===== src/rtl/cart_bus_pkg.sv =====
// cart_bus_pkg: shared types and defaults for the cartridge bus host.
package cart_bus_pkg;
  localparam int SYNC_STAGES_DEF = 2;
  localparam int ADDR_W = 23;
  typedef enum logic [1:0] {IDLE, ISSUE, DONE} arb_state_e;
  typedef struct packed {
    logic              we;
    logic              chr;
    logic              wram;
    logic [ADDR_W-1:0] addr;
    logic [7:0]        wdata;
  } mem_req_t;
endpackage


===== src/rtl/map_bus.sv =====
// map_bus: signal bundle between the cart bus host and the active mapper.
interface map_bus #(parameter int ADDR_BITS = 23);
  logic                 reset, m2, cpu_rw, ppu_rd, ppu_wr;
  logic [15:0]          cpu_addr;
  logic [7:0]           cpu_data_in, cpu_data_out;
  logic [13:0]          ppu_addr;
  logic                 prg_oe, prg_we, wram_ce, chr_oe, chr_we, chr_ce, chr_ram, custom_cpu_out, irq;
  logic [ADDR_BITS-1:0] prg_addr, chr_addr;
  modport host (
    output reset, m2, cpu_addr, cpu_data_in, cpu_rw, ppu_rd, ppu_wr, ppu_addr,
    input  prg_oe, prg_we, wram_ce, chr_oe, chr_we, chr_ce, chr_ram, custom_cpu_out, irq,
           prg_addr, chr_addr, cpu_data_out
  );
  modport mapper (
    input  reset, m2, cpu_addr, cpu_data_in, cpu_rw, ppu_rd, ppu_wr, ppu_addr,
    output prg_oe, prg_we, wram_ce, chr_oe, chr_we, chr_ce, chr_ram, custom_cpu_out, irq,
           prg_addr, chr_addr, cpu_data_out
  );
endinterface


===== src/rtl/cart_sync.sv =====
// cart_sync: multi-stage synchronizer with rise/fall pulses on the synchronized value.
module cart_sync #(
  parameter int           W      = 1,
  parameter int           STAGES = 2,
  parameter logic [W-1:0] RST    = '0
) (
  input  logic         clk,
  input  logic         reset_n,
  input  logic [W-1:0] d,
  output logic [W-1:0] q,
  output logic [W-1:0] rise,
  output logic [W-1:0] fall
);
  logic [STAGES-1:0][W-1:0] s_q, s_d;
  logic [W-1:0]             p_q, p_d;
  always_comb begin
    s_d = {s_q[STAGES-2:0], d};
    p_d = s_q[STAGES-1];
  end
  always_ff @(posedge clk or negedge reset_n)
    if (!reset_n) begin
      s_q <= {STAGES{RST}};
      p_q <= RST;
    end else begin
      s_q <= s_d;
      p_q <= p_d;
    end
  assign q    = s_q[STAGES-1];
  assign rise = q & ~p_q;
  assign fall = ~q & p_q;
endmodule


===== src/rtl/cart_bus_host.sv =====
// cart_bus_host: samples the cart edge, feeds the mapper and turns its strobes
// into single-shot requests on a byte-wide memory port (CHR before PRG).
module cart_bus_host
  import cart_bus_pkg::*;
#(
  parameter int ADDR_BITS   = ADDR_W,
  parameter int SYNC_STAGES = SYNC_STAGES_DEF
) (
  input  logic                 clk,
  input  logic                 reset_n,
  input  logic                 cart_m2,
  input  logic [15:0]          cart_cpu_addr,
  input  logic                 cart_cpu_rw,
  input  logic [7:0]           cart_cpu_data_in,
  output logic [7:0]           cart_cpu_data_out,
  output logic                 cart_cpu_data_oe,
  input  logic                 cart_ppu_rd_n,
  input  logic                 cart_ppu_wr_n,
  input  logic [13:0]          cart_ppu_addr,
  input  logic [7:0]           cart_ppu_data_in,
  output logic [7:0]           cart_ppu_data_out,
  output logic                 cart_ppu_data_oe,
  output logic                 cart_irq_n,
  map_bus.host                 bus,
  output logic                 mem_req,
  output logic                 mem_we,
  output logic                 mem_chr,
  output logic                 mem_wram,
  output logic [ADDR_BITS-1:0] mem_addr,
  output logic [7:0]           mem_wdata,
  input  logic                 mem_ack,
  input  logic [7:0]           mem_rdata
);
  logic        m2_s, rd_n_s, wr_n_s, m2_rise, m2_fall, rd_rise, rd_fall, wr_fall, wr_rise_unused;
  logic [15:0] cpu_addr_s;
  logic        cpu_rw_s;
  logic [7:0]  cpu_din_s, ppu_din_s;
  logic [13:0] ppu_addr_s;
  logic [46:0] bus_rise_unused, bus_fall_unused;
  cart_sync #(.W(3), .STAGES(SYNC_STAGES), .RST(3'b011)) u_strb (
    .clk, .reset_n, .d({cart_m2, cart_ppu_rd_n, cart_ppu_wr_n}), .q({m2_s, rd_n_s, wr_n_s}),
    .rise({m2_rise, rd_rise, wr_rise_unused}), .fall({m2_fall, rd_fall, wr_fall})
  );
  cart_sync #(.W(47), .STAGES(SYNC_STAGES), .RST({16'h0, 1'b1, 30'h0})) u_bus (
    .clk, .reset_n,
    .d({cart_cpu_addr, cart_cpu_rw, cart_cpu_data_in, cart_ppu_addr, cart_ppu_data_in}),
    .q({cpu_addr_s, cpu_rw_s, cpu_din_s, ppu_addr_s, ppu_din_s}),
    .rise(bus_rise_unused), .fall(bus_fall_unused)
  );
  arb_state_e  state_q, state_d;
  mem_req_t    req_q, req_d, chr_slot_q, chr_slot_d, prg_slot_q, prg_slot_d;
  logic        mem_req_q, mem_req_d, chr_pend_q, chr_pend_d, prg_pend_q, prg_pend_d;
  logic        overrun_q, overrun_d, bus_reset_q, bus_reset_d, irq_n_q, irq_n_d;
  logic [15:0] cpu_addr_q, cpu_addr_d;
  logic        cpu_rw_q, cpu_rw_d;
  logic [7:0]  cpu_din_q, cpu_din_d, ppu_din_q, ppu_din_d;
  logic [13:0] ppu_addr_q, ppu_addr_d;
  logic        rd_chk_q, rd_chk_d, wr_chk_q, wr_chk_d, crd_chk_q, crd_chk_d, cwr_chk_q, cwr_chk_d;
  logic [7:0]  cpu_dout_q, cpu_dout_d, ppu_dout_q, ppu_dout_d;
  logic        cpu_oe_q, cpu_oe_d, ppu_oe_q, ppu_oe_d, chr_post, prg_post;
  always_comb begin
    bus_reset_d = 1'b0;
    irq_n_d     = ~bus.irq;
    cpu_addr_d  = m2_rise ? cpu_addr_s : cpu_addr_q;
    cpu_rw_d    = m2_rise ? cpu_rw_s : cpu_rw_q;
    rd_chk_d    = m2_rise & cpu_rw_s;
    cpu_din_d   = m2_fall ? cpu_din_s : cpu_din_q;
    wr_chk_d    = m2_fall & ~cpu_rw_q;
    ppu_addr_d  = (rd_fall | wr_fall) ? ppu_addr_s : ppu_addr_q;
    ppu_din_d   = wr_fall ? ppu_din_s : ppu_din_q;
    crd_chk_d   = rd_fall;
    cwr_chk_d   = wr_fall;
    cpu_dout_d  = cpu_dout_q;
    cpu_oe_d    = cpu_oe_q & ~m2_fall;
    ppu_dout_d  = ppu_dout_q;
    ppu_oe_d    = ppu_oe_q & ~rd_rise;
    chr_pend_d  = chr_pend_q & ~(state_q == DONE && req_q.chr);
    prg_pend_d  = prg_pend_q & ~(state_q == DONE && !req_q.chr);
    chr_slot_d  = chr_slot_q;
    prg_slot_d  = prg_slot_q;
    overrun_d   = overrun_q;
    state_d     = state_q;
    req_d       = req_q;
    // The mapper has had one cycle to decode the freshly latched cycle.
    chr_post = (crd_chk_q & bus.chr_oe & bus.chr_ce) | (cwr_chk_q & bus.chr_we & bus.chr_ram);
    prg_post = (rd_chk_q & bus.prg_oe & ~bus.custom_cpu_out) | (wr_chk_q & bus.prg_we);
    if (chr_post) begin
      overrun_d  = overrun_d | chr_pend_d;
      chr_pend_d = 1'b1;
      chr_slot_d = '{we: cwr_chk_q, chr: 1'b1, wram: 1'b0, addr: ADDR_W'(bus.chr_addr), wdata: ppu_din_q};
    end
    if (prg_post) begin
      overrun_d  = overrun_d | prg_pend_d;
      prg_pend_d = 1'b1;
      prg_slot_d = '{we: wr_chk_q, chr: 1'b0, wram: bus.wram_ce, addr: ADDR_W'(bus.prg_addr), wdata: cpu_din_q};
    end
    if (rd_chk_q && bus.custom_cpu_out) begin
      cpu_dout_d = bus.cpu_data_out;
      cpu_oe_d   = m2_s;
    end
    if (state_q == IDLE && (chr_pend_d || prg_pend_d)) begin
      state_d = ISSUE;
      req_d   = chr_pend_d ? chr_slot_d : prg_slot_d;
    end else if (state_q == ISSUE && mem_ack) begin
      state_d = DONE;
      // Read data is dropped if the requesting strobe has already gone away.
      if (!req_q.we && !req_q.chr && m2_s && cpu_rw_q) begin
        cpu_dout_d = mem_rdata;
        cpu_oe_d   = 1'b1;
      end
      if (!req_q.we && req_q.chr && !rd_n_s) begin
        ppu_dout_d = mem_rdata;
        ppu_oe_d   = 1'b1;
      end
    end else if (state_q == DONE) begin
      state_d = IDLE;
    end
    mem_req_d = state_d == ISSUE;
  end
  always_ff @(posedge clk or negedge reset_n)
    if (!reset_n) begin
      state_q     <= IDLE;
      req_q       <= '0;
      chr_slot_q  <= '0;
      prg_slot_q  <= '0;
      mem_req_q   <= 1'b0;
      chr_pend_q  <= 1'b0;
      prg_pend_q  <= 1'b0;
      overrun_q   <= 1'b0;
      bus_reset_q <= 1'b1;
      irq_n_q     <= 1'b1;
      cpu_addr_q  <= '0;
      cpu_rw_q    <= 1'b1;
      cpu_din_q   <= '0;
      ppu_addr_q  <= '0;
      ppu_din_q   <= '0;
      rd_chk_q    <= 1'b0;
      wr_chk_q    <= 1'b0;
      crd_chk_q   <= 1'b0;
      cwr_chk_q   <= 1'b0;
      cpu_dout_q  <= '0;
      cpu_oe_q    <= 1'b0;
      ppu_dout_q  <= '0;
      ppu_oe_q    <= 1'b0;
    end else begin
      state_q     <= state_d;
      req_q       <= req_d;
      chr_slot_q  <= chr_slot_d;
      prg_slot_q  <= prg_slot_d;
      mem_req_q   <= mem_req_d;
      chr_pend_q  <= chr_pend_d;
      prg_pend_q  <= prg_pend_d;
      overrun_q   <= overrun_d;
      bus_reset_q <= bus_reset_d;
      irq_n_q     <= irq_n_d;
      cpu_addr_q  <= cpu_addr_d;
      cpu_rw_q    <= cpu_rw_d;
      cpu_din_q   <= cpu_din_d;
      ppu_addr_q  <= ppu_addr_d;
      ppu_din_q   <= ppu_din_d;
      rd_chk_q    <= rd_chk_d;
      wr_chk_q    <= wr_chk_d;
      crd_chk_q   <= crd_chk_d;
      cwr_chk_q   <= cwr_chk_d;
      cpu_dout_q  <= cpu_dout_d;
      cpu_oe_q    <= cpu_oe_d;
      ppu_dout_q  <= ppu_dout_d;
      ppu_oe_q    <= ppu_oe_d;
    end
  assign bus.reset         = bus_reset_q;
  assign bus.m2            = m2_s;
  assign bus.ppu_rd        = ~rd_n_s;
  assign bus.ppu_wr        = ~wr_n_s;
  assign bus.cpu_addr      = cpu_addr_q;
  assign bus.cpu_rw        = cpu_rw_q;
  assign bus.cpu_data_in   = cpu_din_q;
  assign bus.ppu_addr      = ppu_addr_q;
  assign mem_req           = mem_req_q;
  assign mem_we            = req_q.we;
  assign mem_chr           = req_q.chr;
  assign mem_wram          = req_q.wram;
  assign mem_addr          = ADDR_BITS'(req_q.addr);
  assign mem_wdata         = req_q.wdata;
  assign cart_cpu_data_out = cpu_dout_q;
  assign cart_cpu_data_oe  = cpu_oe_q;
  assign cart_ppu_data_out = ppu_dout_q;
  assign cart_ppu_data_oe  = ppu_oe_q;
  assign cart_irq_n        = irq_n_q;
endmodule


===== src/flat_wrapper.sv =====
// flat-port wrapper written by rule: the top's interface ports become plain ports
module cart_bus_host_flat import cart_bus_pkg::*;
#(
  parameter int ADDR_BITS   = ADDR_W,
  parameter int SYNC_STAGES = SYNC_STAGES_DEF
)
  (clk, reset_n, cart_m2, cart_cpu_addr, cart_cpu_rw, cart_cpu_data_in, cart_cpu_data_out, cart_cpu_data_oe, cart_ppu_rd_n, cart_ppu_wr_n, cart_ppu_addr, cart_ppu_data_in, cart_ppu_data_out, cart_ppu_data_oe, cart_irq_n, mem_req, mem_we, mem_chr, mem_wram, mem_addr, mem_wdata, mem_ack, mem_rdata, bus_reset, bus_m2, bus_cpu_addr, bus_cpu_data_in, bus_cpu_rw, bus_ppu_rd, bus_ppu_wr, bus_ppu_addr, bus_prg_oe, bus_prg_we, bus_wram_ce, bus_chr_oe, bus_chr_we, bus_chr_ce, bus_chr_ram, bus_custom_cpu_out, bus_irq, bus_prg_addr, bus_chr_addr, bus_cpu_data_out);
  map_bus #(.ADDR_BITS(ADDR_BITS)) bus_i ();
  input  logic clk;
  input  logic reset_n;
  input  logic cart_m2;
  input  logic [15:0] cart_cpu_addr;
  input  logic cart_cpu_rw;
  input  logic [7:0] cart_cpu_data_in;
  output logic [7:0] cart_cpu_data_out;
  output logic cart_cpu_data_oe;
  input  logic cart_ppu_rd_n;
  input  logic cart_ppu_wr_n;
  input  logic [13:0] cart_ppu_addr;
  input  logic [7:0] cart_ppu_data_in;
  output logic [7:0] cart_ppu_data_out;
  output logic cart_ppu_data_oe;
  output logic cart_irq_n;
  output logic mem_req;
  output logic mem_we;
  output logic mem_chr;
  output logic mem_wram;
  output logic [ADDR_BITS-1:0] mem_addr;
  output logic [7:0] mem_wdata;
  input  logic mem_ack;
  input  logic [7:0] mem_rdata;
  output wire logic [$bits(bus_i.reset)-1:0] bus_reset;
  output wire logic [$bits(bus_i.m2)-1:0] bus_m2;
  output wire logic [$bits(bus_i.cpu_addr)-1:0] bus_cpu_addr;
  output wire logic [$bits(bus_i.cpu_data_in)-1:0] bus_cpu_data_in;
  output wire logic [$bits(bus_i.cpu_rw)-1:0] bus_cpu_rw;
  output wire logic [$bits(bus_i.ppu_rd)-1:0] bus_ppu_rd;
  output wire logic [$bits(bus_i.ppu_wr)-1:0] bus_ppu_wr;
  output wire logic [$bits(bus_i.ppu_addr)-1:0] bus_ppu_addr;
  input wire logic [$bits(bus_i.prg_oe)-1:0] bus_prg_oe;
  input wire logic [$bits(bus_i.prg_we)-1:0] bus_prg_we;
  input wire logic [$bits(bus_i.wram_ce)-1:0] bus_wram_ce;
  input wire logic [$bits(bus_i.chr_oe)-1:0] bus_chr_oe;
  input wire logic [$bits(bus_i.chr_we)-1:0] bus_chr_we;
  input wire logic [$bits(bus_i.chr_ce)-1:0] bus_chr_ce;
  input wire logic [$bits(bus_i.chr_ram)-1:0] bus_chr_ram;
  input wire logic [$bits(bus_i.custom_cpu_out)-1:0] bus_custom_cpu_out;
  input wire logic [$bits(bus_i.irq)-1:0] bus_irq;
  input wire logic [$bits(bus_i.prg_addr)-1:0] bus_prg_addr;
  input wire logic [$bits(bus_i.chr_addr)-1:0] bus_chr_addr;
  input wire logic [$bits(bus_i.cpu_data_out)-1:0] bus_cpu_data_out;
  assign bus_reset = bus_i.reset;
  assign bus_m2 = bus_i.m2;
  assign bus_cpu_addr = bus_i.cpu_addr;
  assign bus_cpu_data_in = bus_i.cpu_data_in;
  assign bus_cpu_rw = bus_i.cpu_rw;
  assign bus_ppu_rd = bus_i.ppu_rd;
  assign bus_ppu_wr = bus_i.ppu_wr;
  assign bus_ppu_addr = bus_i.ppu_addr;
  assign bus_i.prg_oe = bus_prg_oe;
  assign bus_i.prg_we = bus_prg_we;
  assign bus_i.wram_ce = bus_wram_ce;
  assign bus_i.chr_oe = bus_chr_oe;
  assign bus_i.chr_we = bus_chr_we;
  assign bus_i.chr_ce = bus_chr_ce;
  assign bus_i.chr_ram = bus_chr_ram;
  assign bus_i.custom_cpu_out = bus_custom_cpu_out;
  assign bus_i.irq = bus_irq;
  assign bus_i.prg_addr = bus_prg_addr;
  assign bus_i.chr_addr = bus_chr_addr;
  assign bus_i.cpu_data_out = bus_cpu_data_out;
  cart_bus_host #(.ADDR_BITS(ADDR_BITS), .SYNC_STAGES(SYNC_STAGES)) u_core (.clk(clk), .reset_n(reset_n), .cart_m2(cart_m2), .cart_cpu_addr(cart_cpu_addr), .cart_cpu_rw(cart_cpu_rw), .cart_cpu_data_in(cart_cpu_data_in), .cart_cpu_data_out(cart_cpu_data_out), .cart_cpu_data_oe(cart_cpu_data_oe), .cart_ppu_rd_n(cart_ppu_rd_n), .cart_ppu_wr_n(cart_ppu_wr_n), .cart_ppu_addr(cart_ppu_addr), .cart_ppu_data_in(cart_ppu_data_in), .cart_ppu_data_out(cart_ppu_data_out), .cart_ppu_data_oe(cart_ppu_data_oe), .cart_irq_n(cart_irq_n), .bus(bus_i), .mem_req(mem_req), .mem_we(mem_we), .mem_chr(mem_chr), .mem_wram(mem_wram), .mem_addr(mem_addr), .mem_wdata(mem_wdata), .mem_ack(mem_ack), .mem_rdata(mem_rdata));
endmodule

===== config.mk =====
export PLATFORM = sky130hd
export DESIGN_NAME = cart_bus_host_flat
export DESIGN_NICKNAME = d
export VERILOG_FILES = /design/src/rtl/cart_bus_pkg.sv /design/src/rtl/map_bus.sv /design/src/rtl/cart_sync.sv /design/src/rtl/cart_bus_host.sv /design/src/flat_wrapper.sv
export SDC_FILE = /design/constraint.sdc
export NUM_CORES = 1
export LEC_CHECK = 0
export CAP_MARGIN = 10
export CORE_MARGIN = 2
export CORE_UTILIZATION = 51
export DETAILED_ROUTE_END_ITERATION = 16
export PLACE_DENSITY = 0.78
export SYNTH_ARGS = -nofsm -noshare
export SYNTH_HDL_FRONTEND = slang
export SYNTH_HIERARCHICAL = 1
export SYNTH_SLANG_ARGS = --single-unit
export TNS_END_PERCENT = 100

===== constraint.sdc =====
create_clock -name clk -period 4.7 [get_ports clk]
set_input_delay 0.47 -clock clk [delete_from_list [all_inputs] [get_ports clk]]
set_output_delay 0.47 -clock clk [all_outputs]
set_load 0.05 [all_outputs]

# [Word level (Yosys, flattened, before mapping)]
# Cells that the tools add are included.
# Widths: inputs -> output; s select.
[word_totals] ff_bits=281 inputBits=124 output_inout_bits=97 word_cells=107
[classes] eq_ne=3 muxes=19 bitwise_logic=30 reduce_logical=16
[ops] operator="$mux 34" n=3
[ops] operator="$mux 8" n=4
[ops] operator="$and 1x1->1" n=13
[ops] operator="$logic_and 1x1->1" n=10
[ops] operator="$not 1->1" n=10
[ops] operator="$mux 1" n=9
[ops] operator="$and 3x3->3" n=2
[ops] operator="$mux 2" n=3
[ops] operator="$not 3->3" n=2
[ops] operator="$eq 2x1->1 const B" n=2
[ops] operator="$logic_not 1->1" n=3
[ops] operator="$or 1x1->1" n=3
[ops] operator="$reduce_and 3->1" n=1
[ops] operator="$eq 2x2->1 const B" n=1
[ops] operator="$logic_not 2->1" n=1
[ops] operator="$logic_or 1x1->1" n=1

# [Longest topological paths before layout]
[logic_depth] depth_word=9 ltp_mapped=7 ltp_nobuf=5

# [By module]
# The synthesis kept the hierarchy.
[modules_own_cells] mod="cart_bus_host" instances=1 cells_per_inst=601 area_each_um2=7166.9 seq_area_each_um2=4458.0
[modules_own_cells] mod="cart_sync at u_core.u_bus" instances=1 cells_per_inst=235 area_each_um2=4355.4 seq_area_each_um2=3532.1
[modules_own_cells] mod="cart_sync at u_core.u_strb" instances=1 cells_per_inst=15 area_each_um2=285.3 seq_area_each_um2=232.7

# [Least setup slack after synthesis]
# OpenSTA, ideal clock, no wires.
[synth_timing] kind="register to register" from="reg u_core.req_q, in the netlist u_core/mem_chr" to="reg u_core.req_q, in the netlist u_core/mem_addr[21]" setup_time_ns=0.118 arrival_time_ns=1.961 required_ns=4.582 path_slack_ns=2.621 stages_incl_launch_ff=8 n_path_buf=2 synth_period_minus_slack_ns=2.079 cell_sequence="dfrtp_1 -> nand3b_1 -> a211oi_4 -> a311o_1 -> buf_2 -> buf_4 -> a221oi_1 -> a21o_1"
[synth_via] elab_chain_len=7 word_cells_on_any_way=12 classes_between="mux: 3; bitwise: 4; reduce/logical: 5"
[synth_lines] item="start: declaration" line_no="cart_bus_host.sv:51" rtl="mem_req_t req_q, req_d, chr_slot_q, chr_slot_d, prg_slot_q, prg_slot_d;"
[synth_lines] item="start signal: assignment" line_no="cart_bus_host.sv:147" rtl="req_q <= req_d;"
[synth_lines] item="$logic_not 1->1" line_no="cart_bus_host.sv:78" rtl="prg_pend_d = prg_pend_q & ~(state_q == DONE && !req_q.chr);"
[synth_lines] item="$logic_and 1x1->1" line_no="cart_bus_host.sv:78"
[synth_lines] item="$not 1->1" line_no="cart_bus_host.sv:78"
[synth_lines] item="$and 1x1->1" line_no="cart_bus_host.sv:78"
[synth_lines] item="$mux 1" line_no="cart_bus_host.sv:92" rtl="if (prg_post) begin"
[synth_lines] item="$logic_or 1x1->1" line_no="cart_bus_host.sv:101" rtl="if (state_q == IDLE && (chr_pend_d || prg_pend_d)) begin"
[synth_lines] item="$logic_and 1x1->1" line_no="cart_bus_host.sv:101"
# Parallel ways exist; a longest one is shown, timed or not.
# A chain may end at the register's enable or synchronous reset.

# [Worst setup path in the final report]
[layout_timing] from="reg u_core.state_q[0]" to="reg u_core.req_q, in the netlist u_core/mem_addr[13]"
[layout_via] elab_chain_len=7 word_cells_on_any_way=13 classes_between="eq/ne: 1; mux: 3; bitwise: 4; reduce/logical: 5"
[layout_lines] item="start: declaration" line_no="cart_bus_host.sv:50" rtl="arb_state_e state_q, state_d;"
[layout_lines] item="start signal: assignment" line_no="cart_bus_host.sv:146" rtl="state_q <= state_d;"
[layout_lines] item="$eq 2x2->1" line_no="cart_bus_host.sv:77, cart_bus_host.sv:78"
[layout_lines] item="$logic_and 1x1->1 (on tied branches)" line_no="cart_bus_host.sv:77, cart_bus_host.sv:78"
[layout_lines] item="$not 1->1 (on tied branches)" line_no="cart_bus_host.sv:77, cart_bus_host.sv:78"
[layout_lines] item="$and 1x1->1 (on tied branches)" line_no="cart_bus_host.sv:77, cart_bus_host.sv:78"
[layout_lines] item="$mux 1 (on tied branches)" line_no="cart_bus_host.sv:87, cart_bus_host.sv:92"
[layout_lines] item="$logic_or 1x1->1" line_no="cart_bus_host.sv:101"
[layout_lines] item="$logic_and 1x1->1" line_no="cart_bus_host.sv:101"
# Parallel ways exist; a longest one is shown, timed or not.

==> impl_metrics.py <==
metrics = {
    "timing": {
        "post-route-period-util_pct": 59.37,
        "worstMarginPinSlew_ns": 1.179,
        "period_needed_ns": 2.790,
        "hold_ws_ns": -0.02618,
        "rsz0062_at_grt": "false",
        "finalSetupViolations": 0,
        "finalMaxSlewViolations": 0,
        "setup_slack_ns": 1.910,
        "fin_skew_ns": 0.01459,
        "fmax_mhz": 358.4,
        "slew_headroom_pct": 21.20,
        "hold_viol": 9,
        "setup_tns_ns": 0,
    },
    "yosys": {
        "ys_warn_count": 6,
        "syn_inst": 709,
        "synthesis.nets": 833,
        "netlist_area_um2": 9798,
        "syn_avg_cell_area_um2": 13.82,
    },
    "global_routing": {
        "grt_first_pass_wirelength_mm": 33.58,
        "antenna_found_initial": 1,
        "use_met3_pct": 6.898,
        "grt-ovfl-total": 0,
        "use_met1_pct": 28.35,
        "grt_pass1_vias": 6510,
        "grt_busiest_layer": "met2",
        "grt_max_degree": 121,
        "gr-usage-met2_pct": 32.97,
        "grt_usage_pct": 20.80,
    },
    "clock_tree": {
        "postCtsSetupBuffers": 0,
        "clk_latency_ns": 0.53,
        "h-tree-depth": 1,
        "clockBufferDepth": 3,
        "ctsResizeCount": 0,
        "cts_tree": "done",
        "root_buffer": "clkbuf_16",
        "cts_buffers": 28,
        "clock_sink_count": 281,
        "path_clk_slew_ns": 0.06,
        "hold_buffers": 0,
    },
    "die": {
        "pin_count": 221,
        "num_rows": 50,
        "dieHeight_um": 142.6,
        "dieWidth_um": 142.6,
        "die_area_um2": 20340,
        "fp.coreArea_um2": 18770,
        "initial_core_util_pct": 52.21,
    },
    "critical_path": {
        "worstReg2RegStart": "u_core/state_q[0]$_DFF_PN0_",
        "cp_data_arrival_time_ns": 3.20,
        "cpMostUsedCell": "buf_4",
        "worstPathRequired_ns": 5.11,
        "path_class": "reg2reg",
        "max_stage_delay_ns": 0.57,
        "path_cells": "nand3b_1 > a211oi_4 > buf_4 > a311o_2 > buf_4 > a221oi_1 > a21o_1",
        "critPathSlowestCell": "buf_4",
        "startpoint": "u_core/state_q[0]$_DFF_PN0_",
        "cp_max_fo": 64,
        "end_kind": "register",
        "critPathLaunchType": "register",
        "ff2ff_path_depth": 7,
        "reg2reg_slack_ns": 1.91,
    },
    "routing": {
        "firstDrtPassIters": 6,
        "drtAntennaViolNets": 0,
        "vias": 6175,
        "post_drt_wl_per_cell_um": 17.39,
        "via_per_inst": 5.189,
        "drcViolationCount": 0,
        "routed_wl_mm": 20.69,
        "drt_first_iter_violations": 324,
    },
    "final_layout": {
        "fillers": 1322,
        "final_nets": 1060,
        "multi_input_area_um2": 2477,
        "antennaDiodeCount": 0,
        "area_growth_syn_to_layout_pct": 34.68,
        "drive_gt1_share_pct": 13.81,
        "seq_area_um2": 7046,
        "final_core_util_pct": 70.31,
    },
    "run": {
        "drv_cap": 0,
    },
    "outcome": {
        "violations": "hold timing",
        "outcome": "finished, violations left",
    },
    "worst_hold_path": {
        "hold_path.class": "in2async",
    },
    "power_and_ir_drop": {
        "p_total_uw": 8075,
        "power.density_nw_per_um2": 611.9,
        "p_leak_uw": 0.006148,
        "peakVddDrop_v": 0.0003538,
    },
    "placed_design": {
        "dp_hpwl_mm": 13.52,
        "gp_congestion": 0.7482,
        "io_buffers": 220,
        "post-place-ws_ns": 1.554,
    },
}
per-stage QoR:
step / std cells / cell area, um2
after floorplan: 709 / 9798
after global placement: 1140 / 12230
after detailed placement: 1140 / 12230
after CTS: 1190 / 13200
after global routing: 1190 / 13200
final: 1190 / 13200
report_power, final:
| part | total [uW] | switching [uW] | internal, uW |
|---|---|---|---|
| sequential | 3150 | 249 | 2900 |
| combinational | 2630 | 1680 | 949 |
| clock | 2300 | 893 | 1400 |
| total | 8080 | 2820 | 5260 |
cell usage in the layout (no fill, tap or decap), drive strengths merged:
cell	instances
a211oi	1
a21o	32
a21oi	10
a221oi	32
a22o	1
a311o	1
a311oi	1
and2	1
and2b	5
and3	4
and3b	1
buf	10
bufinv	4
clkbuf	37
clkdlybuf4s50	219
clkinv	8
clkinvlp	1
conb	1
dfrtp	270
dfstp	11
inv	38
mux2	56
mux2i	40
nand2	110
nand2b	1
nand3	4
nand3b	2
nand4b	1
nor2	11
nor2b	2
nor4b	1
o21ai	38
o31ai	1
or3	1
state kept, by name (all words and copies together), names as in the netlist, 8 cells and up:
name,cells
u_core/u_bus/q,47
u_core/u_bus/s_d,47
u_core/chr_slot_q,34
u_core/prg_slot_q,34
u_core/mem_addr,23
u_core/bus.cpu_addr,16
u_core/bus.ppu_addr,14
u_core/bus.cpu_data_in,8
u_core/cart_cpu_data_out,8
u_core/cart_ppu_data_out,8
u_core/mem_wdata,8
u_core/ppu_din_q,8
critical path, delay by kind of cell, from the launching register on:
kind / cells / cell delay (ns)
flip-flops: 1 / 0.43
buffers and inverters: 2 / 0.98
AND/OR/NAND/NOR: 1 / 0.29
AO/OA/AOI/OAI: 4 / 0.95
cell type report:
type	count	share of cell area [%]
Timing Repair Buffer	229	17.24
Multi-Input combinational cell	358	18.77
Clock inverter	13	1.271
Sequential cell	281	53.39
Clock buffer	37	6.030
Inverter	38	1.081
Tap cell	234	2.219
per-layer routing:
metal,vias to the layer above,share of wire [%],wire (um)
li1,2855,-,-
met1,3070,42,8723
met2,216,47,9693
met3,32,9.5,1959
met4,2,1.5,304
met5,-,0.063,13
path summary, 6_finish.rpt:
kind                                                             to
worst max-delay path                u_core/mem_addr[13]$_DFFE_PN0P_
worst min-delay path            u_core/bus.cpu_addr[10]$_DFFE_PN0P_
worst max register to register      u_core/mem_addr[13]$_DFFE_PN0P_
worst min register to register         u_core/u_bus/q[28]$_DFF_PN0_
max in group asynchronous           u_core/prg_slot_q[19]$_DFF_PN0_
min in group clk                       u_core/u_bus/q[28]$_DFF_PN0_
(Power assumes the default switching activity.)
